==> src/rtl/lsu.sv <==
// Load/store unit: issues one word-aligned data-memory access per instruction over a
// req/gnt/rvalid handshake and returns extended load data, stalling the pipeline meanwhile.
module lsu #(
    parameter int unsigned XLEN = 32
) (
    input  logic            clk,
    input  logic            rst_n,
    input  logic            valid_i,
    input  logic            is_load,
    input  logic            is_store,
    input  logic [2:0]      funct3,
    input  logic [XLEN-1:0] addr_i,
    input  logic [XLEN-1:0] wdata_i,
    output logic            stall_o,
    output logic            done_o,
    output logic [XLEN-1:0] rd_data_o,
    output logic            err_o,
    output logic            mem_req_o,
    output logic            mem_we_o,
    output logic [XLEN-1:0] mem_addr_o,
    output logic [XLEN-1:0] mem_wdata_o,
    output logic [3:0]      mem_be_o,
    input  logic            mem_gnt_i,
    input  logic            mem_rvalid_i,
    input  logic [XLEN-1:0] mem_rdata_i
);

    localparam logic [2:0] F3_B  = 3'b000;
    localparam logic [2:0] F3_H  = 3'b001;
    localparam logic [2:0] F3_W  = 3'b010;
    localparam logic [2:0] F3_BU = 3'b100;
    localparam logic [2:0] F3_HU = 3'b101;

    typedef enum logic [1:0] {
        IDLE   = 2'd0,
        REQ    = 2'd1,
        WAIT_R = 2'd2
    } state_t;

    state_t          state, state_d;
    logic            req_d, we_d, done_d, err_d, lat_load, lat_load_d;
    logic [XLEN-1:0] addr_d, wdata_d, rd_data_d;
    logic [3:0]      be_d;
    logic [1:0]      lat_off, lat_off_d;
    logic [2:0]      lat_f3, lat_f3_d;

    logic            illegal_c, misaligned_c;
    logic [XLEN-1:0] byte_sh_c, half_sh_c;

    assign stall_o = (state != IDLE);

    // Decode checks for the instruction presented in IDLE
    always_comb begin
        illegal_c    = 1'b0;
        misaligned_c = 1'b0;
        case (funct3)
            F3_B:         illegal_c = 1'b0;
            F3_H:         misaligned_c = addr_i[0];
            F3_W:         misaligned_c = (addr_i[1:0] != 2'b00);
            F3_BU:        illegal_c = is_store;
            F3_HU: begin
                illegal_c    = is_store;
                misaligned_c = addr_i[0];
            end
            default:      illegal_c = 1'b1;
        endcase
    end

    assign byte_sh_c = mem_rdata_i >> {lat_off, 3'b000};
    assign half_sh_c = mem_rdata_i >> {lat_off[1], 4'b0000};

    // Next-state and next-output logic
    always_comb begin
        state_d    = state;
        req_d      = mem_req_o;
        we_d       = mem_we_o;
        addr_d     = mem_addr_o;
        wdata_d    = mem_wdata_o;
        be_d       = mem_be_o;
        rd_data_d  = rd_data_o;
        done_d     = 1'b0;
        err_d      = 1'b0;
        lat_off_d  = lat_off;
        lat_f3_d   = lat_f3;
        lat_load_d = lat_load;

        case (state)
            IDLE: begin
                if (valid_i && is_load && is_store) begin
                    err_d = 1'b1;
                end else if (valid_i && (is_load || is_store)) begin
                    if (illegal_c || misaligned_c) begin
                        err_d = 1'b1;
                    end else begin
                        state_d    = REQ;
                        req_d      = 1'b1;
                        we_d       = is_store;
                        addr_d     = {addr_i[XLEN-1:2], 2'b00};
                        lat_off_d  = addr_i[1:0];
                        lat_f3_d   = funct3;
                        lat_load_d = is_load;
                        if (is_load) begin
                            be_d    = 4'b1111;
                            wdata_d = '0;
                        end else begin
                            case (funct3)
                                F3_B: begin
                                    be_d    = 4'(4'b0001 << addr_i[1:0]);
                                    wdata_d = {4{wdata_i[7:0]}};
                                end
                                F3_H: begin
                                    be_d    = addr_i[1] ? 4'b1100 : 4'b0011;
                                    wdata_d = {2{wdata_i[15:0]}};
                                end
                                default: begin
                                    be_d    = 4'b1111;
                                    wdata_d = wdata_i;
                                end
                            endcase
                        end
                    end
                end
            end
            REQ: begin
                if (mem_gnt_i) begin
                    req_d = 1'b0;
                    if (lat_load) begin
                        state_d = WAIT_R;
                    end else begin
                        state_d = IDLE;
                        done_d  = 1'b1;
                    end
                end
            end
            WAIT_R: begin
                if (mem_rvalid_i) begin
                    state_d = IDLE;
                    done_d  = 1'b1;
                    case (lat_f3)
                        F3_B:    rd_data_d = {{24{byte_sh_c[7]}}, byte_sh_c[7:0]};
                        F3_BU:   rd_data_d = {24'b0, byte_sh_c[7:0]};
                        F3_H:    rd_data_d = {{16{half_sh_c[15]}}, half_sh_c[15:0]};
                        F3_HU:   rd_data_d = {16'b0, half_sh_c[15:0]};
                        default: rd_data_d = mem_rdata_i;
                    endcase
                end
            end
            default: state_d = IDLE;
        endcase
    end

    always_ff @(posedge clk or negedge rst_n) begin
        if (!rst_n) begin
            state       <= IDLE;
            mem_req_o   <= 1'b0;
            mem_we_o    <= 1'b0;
            mem_addr_o  <= '0;
            mem_wdata_o <= '0;
            mem_be_o    <= 4'b0000;
            rd_data_o   <= '0;
            done_o      <= 1'b0;
            err_o       <= 1'b0;
            lat_off     <= 2'b00;
            lat_f3      <= 3'b000;
            lat_load    <= 1'b0;
        end else begin
            state       <= state_d;
            mem_req_o   <= req_d;
            mem_we_o    <= we_d;
            mem_addr_o  <= addr_d;
            mem_wdata_o <= wdata_d;
            mem_be_o    <= be_d;
            rd_data_o   <= rd_data_d;
            done_o      <= done_d;
            err_o       <= err_d;
            lat_off     <= lat_off_d;
            lat_f3      <= lat_f3_d;
            lat_load    <= lat_load_d;
        end
    end

endmodule

==> config.mk <==
export PLATFORM = sky130hd
export DESIGN_NAME = lsu
export DESIGN_NICKNAME = d
export VERILOG_FILES = /design/src/rtl/lsu.sv
export SDC_FILE = /design/constraint.sdc
export NUM_CORES = 1
export LEC_CHECK = 0
export CAP_MARGIN = 10
export CORE_ASPECT_RATIO = 1.25
export CORE_UTILIZATION = 30
export DETAILED_ROUTE_END_ITERATION = 7
export PLACE_DENSITY = 0.64
export SYNTH_ARGS = -nofsm -noshare
export SYNTH_HDL_FRONTEND = slang
export SYNTH_SLANG_ARGS = --single-unit
==> constraint.sdc <==
create_clock -name clk -period 4.4 [get_ports clk]
set_input_delay 0.66 -clock clk [delete_from_list [all_inputs] [get_ports clk]]
set_output_delay 0.66 -clock clk [all_outputs]
set_load 0.005 [all_outputs]
# Yosys cells after proc, flatten, opt, wreduce, memory -nomap -nowiden
# Index checks and enable logic that the tools add are counted.
[op_classes]
eq_ne = 14
shifts = 3
n_mux = 28
bitwise_logic = 2
reduce_logical = 18
[ops]
columns = ["operator", "n"]
rows = [
  ["32-bit case mux with 4 select lines", 1],
  ["32-bit case mux with 2 select lines", 1],
  ["32-bit 2-to-1 mux", 1],
  ["32-bit by 5-bit >> shifter with 16-bit output", 1],
  ["32-bit by 5-bit >> shifter with 8-bit output", 1],
  ["3-bit == test (second input constant)", 4],
  ["2-bit 2-to-1 mux", 6],
  ["1-bit 2-to-1 mux", 11],
  ["2-bit inequality test (second input constant)", 5],
  ["5-bit AND reduction", 2],
  ["4-bit 2-to-1 mux", 2],
  ["1-bit case mux with 2 select lines", 4],
  ["4-bit case mux with 2 select lines", 1],
  ["3-bit by 1-bit == test with 1-bit output (second input constant)", 2],
  ["3-bit zero test", 2],
  ["2-bit case mux with 3 select lines", 1],
  ["2-bit nonzero test", 3],
  ["4-bit AND reduction", 1],
  ["2-bit OR reduction", 2],
  ["1-bit by 2-bit << shifter with 4-bit output (first input constant)", 1],
  ["3-bit by 2-bit == test with 1-bit output (second input constant)", 1],
  ["1-bit logical AND", 3],
  ["3-bit OR reduction", 1],
  ["2-bit by 1-bit == test with 1-bit output (second input constant)", 1],
  ["other kinds (5)", 7],
]
[word_totals]
register_bits = 110
input_bits = 106
out_inout_bits = 105
wordCells = 77

# Depth between registers and ports, before layout
[depth]
ltp_word = 8
depth_mapped = 8
depth_no_buf = 6

# Worst setup path after synthesis
# No wires, ideal clock.
[synth_path]
path_type = "input port to flip-flop"
startpoint = "in funct3[0]"
endpoint = "reg mem_addr_o[19]"
setup_ns = 0.128
t_arrival_ns = 1.948
required_ns = 4.272
setup_slack_ns = 2.324
path_stages = 6
n_path_buf = 3
cell_sequence = "buf_2 > nor4_2 > o2111ai_1 > buf_2 > buf_6 > mux2_1"
[synth_via]
elab_chain_cells = 6
[synth_rtl]
columns = ["element", "line", "text"]
rows = [
  ["start, declared", "11", "input logic [2:0] funct3,"],
  ["3-bit by 1-bit == test with 1-bit output (tied with other cells)", "56", "case (funct3)"],
  ["3-bit OR reduction (no source line) / 2-bit OR reduction (equally long branches)", "--", ""],
  ["1-bit case mux with 2 select lines", "56", ""],
  ["1-bit logical OR (*)", "92", "if (illegal_c || misaligned_c) begin"],
  ["1-bit NOT (no source line) (*)", "--", ""],
  ["4-bit AND reduction (no source line) (*)", "--", ""],
  ["end signal, assigned", "170", "mem_addr_o <= addr_d;"],
  ["end, declared", "20", "output logic [XLEN-1:0] mem_addr_o,"],
]
# Every way passes the cells marked *; elsewhere a longest branch is shown, timed or not.
# A chain may end at the register's enable or synchronous reset.

# Final worst setup path
[layout_path]
startpoint = "in funct3[0]"
endpoint = "reg mem_addr_o[2]"
# Same word-level chain as after synthesis.

==> reports/summary.txt <==
Seq cells post-synth = 110
total negative slack = 0 ns
ys async rst share = 100%
num ports = 211
hold buffer count at CTS = 0
PortBufs = 208
Area Overhead vs Synth = 48.9%
worst hold path class = in -> async
Pwr Total = 4.64 mW
Clock Sinks = 110
largest net degree at the start of global routing = 77
global-route wire length before repair = 24,900 um
Worst path max stage delay = 0.80 ns
Final min period = 2.71 ns
GPL Wtd Cong = 0.876
DR vias/cell = 4.96
Die Y-Extent = 150 um
multiplexer share of the synthesized area = 16.1%
clk_lat worst skew = 0.35 ns
pwr dens = 597 nW/um2
Critical Path AT = 2.93 ns
post-synthesis compound-gate area fraction = 15.8%
DR pass1 iterations = 4
vias in the first global route = 4,603
DP Area = 7490 um2
critical path endpoint category = flip-flop
die footprint = 17,900 um2
Finished Cell Area = 7780 um2
Post-synth top flop = dfrtp_1
peak supply drop = 0.000220 V
Nets = 795
drt total wl = 16,200 um
DRC violations left = 0
Cell Chain, Critical Path = clkdlybuf4s50_1 > nor4_2 > o2111ai_4 > buf_4 > mux2_1
HPWL after detailed placement = 11,900 um
ANT cells = 0
P_leak = 3.29 nW
core area = 16,900 um2
GRT overflow = 0
Final Max Slew Viols = 0
# H-tree levels = 3
RSZ-0062 raised after global routing = false
Reg clk slew, reported paths = 0.07 ns
main combinational cell family by area after synthesis = multiplexers
drt wl/cell = 17.8 um
routed via count = 4,516
final hold viol count = 0
post-synthesis cell type count = 45
layout cells sized above 1 = 8.25%
CP max FO = 35
initial antenna violation count = 0
num rows = 53
Chip Width = 120 um
TritonCTS buffer count = 9
Avg Inst Size Synth = 10.6 um2
Worst setup SP type = input pin
cts repair resizes = 0
Initial Util = 30.9%
Post-CTS Repair Setup Buffers = 0
Slew HR = 20.9%
Warnings, synthesis = 0
max cap viols = 0
Worst Skew = 0.0105 ns
number of enable flip-flop cells after synthesis = 0
Final ANT Viol Nets = 0
Clock Tree Root = clkbuf_16
Cell Area, Synth = 5220 um2
Max clock buf depth = 2
status = completed
Setup CP Type = in -> reg
Data required, critical path = 4.62 ns
GRT Total Usage = 18.0%
post-synthesis cell count = 495
Slowest cell on crit path = clkdlybuf4s50_1
Simple-Gate Fraction of Synth Area = 10.1%
initial drt markers = 237
Max Clk Rate = 369 MHz
Synth Area in XOR/XNOR = 0.168%
Synth Area in Adders = 0.910%
TritonCTS clock tree = yes
setup violators final = 0
worst-margin pin slew = 1.19 ns
register area share after synthesis = 52.7%
final worst-path cycle share = 61.6%
path summary, 6_finish.rpt:
kind	startpoint	to	slack [ns]	cells past startpoint
min in group clk	mem_wdata_o[19]$_DFFE_PN0P_	mem_wdata_o[19]$_DFFE_PN0P_	0.48	2
worst max-delay path	funct3[0]	mem_addr_o[2]$_DFFE_PN0P_	1.69	5
max in group asynchronous	rst_n	rd_data_o[10]$_DFFE_PN0P_	3.22	2
worst min-delay path	rst_n	rd_data_o[13]$_DFFE_PN0P_	0.25	1
worst min register to register	mem_wdata_o[19]$_DFFE_PN0P_	mem_wdata_o[19]$_DFFE_PN0P_	0.48	2
worst max register to register	lat_off[1]$_DFFE_PN0P_	rd_data_o[19]$_DFFE_PN0P_	2.19	4
cells in the mapped netlist, types with 2 or more instances:
master / number / area, um2
inv_1: 10 / 37.5
o22ai_1: 5 / 31.3
a31oi_1: 9 / 56.3
a21oi_1: 47 / 235
nor2_1: 26 / 97.6
mux2i_1: 26 / 260
buf_1: 3 / 11.3
nand2b_1: 3 / 18.8
clkbuf_1: 20 / 75.1
buf_4: 2 / 15.0
nor2b_1: 2 / 12.5
o31ai_1: 17 / 128
dfrtp_1: 110 / 2750
nand3b_1: 6 / 45.0
o211ai_1: 9 / 67.6
a21boi_0: 2 / 15.0
o21ai_1: 27 / 135
buf_6: 3 / 33.8
nand3_1: 2 / 10.0
mux2_2: 8 / 90.1
o21ai_0: 14 / 70.1
ha_1: 3 / 37.5
mux2_4: 19 / 285
and2_1: 2 / 12.5
mux2_1: 16 / 180
a21o_1: 5 / 37.5
buf_2: 8 / 40.0
nand2_1: 74 / 278
placed cells by master (no fill, tap or decap), types with 2 or more instances in the layout:
| master | count |
|---|---|
| o211ai_1 | 9 |
| clkdlybuf4s50_1 | 207 |
| o21ai_1 | 27 |
| o21ai_0 | 14 |
| inv_6 | 2 |
| inv_1 | 10 |
| nand2b_1 | 3 |
| conb_1 | 2 |
| clkbuf_16 | 9 |
| mux2_2 | 8 |
| nor2_1 | 25 |
| nand3b_1 | 6 |
| mux2_1 | 16 |
| and2_1 | 2 |
| clkinv_4 | 2 |
| a31oi_1 | 9 |
| buf_4 | 7 |
| ha_1 | 3 |
| nand2_1 | 74 |
| nor2b_1 | 2 |
| mux2_4 | 19 |
| o31ai_1 | 17 |
| dfrtp_1 | 110 |
| mux2i_1 | 26 |
| a21oi_1 | 47 |
| nand3_1 | 2 |
| o22ai_1 | 5 |
| a21o_1 | 5 |
| a21boi_0 | 2 |
power by group:
group / total (mW) / internal [mW] / leakage [nW] / switching (mW)
Combinational: 2.01 / 1.25 / 1.78 / 0.755
Clock: 0.796 / 0.407 / 0.137 / 0.389
Sequential: 1.84 / 1.47 / 1.37 / 0.363
area by class of cell:
class / instances / area, um2
fill: 1620 / 9130
sequential: 110 / 2750
multi-input combinational: 339 / 2280
timing repair buffer: 215 / 2140
tap: 220 / 275
clock buffer: 11 / 243
clock inverter: 5 / 42.5
inverter: 11 / 41.3
metrics by stage:
step	setup WS, ns	instances	hold WS [ns]	util (%)
floorplan	2.32	496	0.364	-
global placement	1.46	895	0.467	44.3
detailed placement	1.33	895	0.473	44.3
CTS	1.69	911	0.255	46.0
global route	1.56	911	0.283	46.0
finish	1.69	911	0.250	46.0
state kept, by name (all words and copies together) (netlist names):
name         count
state            2
lat_load         1
mem_be_o         4
lat_f3           3
mem_req_o        1
rd_data_o       32
mem_we_o         1
lat_off          2
mem_wdata_o     32
err_o            1
done_o           1
mem_addr_o      30
worst max-delay path, delay by kind of cell:
kind	cells	cell delay, ns
compound gates	1	0.17
mux	1	0.36
simple gates	1	0.62
buf+inv	2	1.09
routing by layer:
metal  vias up  global-route usage, %  wire length [um]
met5         -                      0                 0
met4         0                   6.88               425
met3        21                   4.80              1300
met2       195                   29.9              7810
met1      2177                   22.1              6670
li1       2123                      -                 -
logic make-up after synthesis:
kind of cell / count (synthesis)
AO/OA/AOI/OAI: 140
AND/OR/NAND/NOR: 122
flip-flops: 110
multiplexers: 70
buffers and inverters: 47
adder cells (fa/ha/maj): 4
other: 1
XOR/XNOR: 1
No activity file was read; power rests on OpenSTA's default activity.
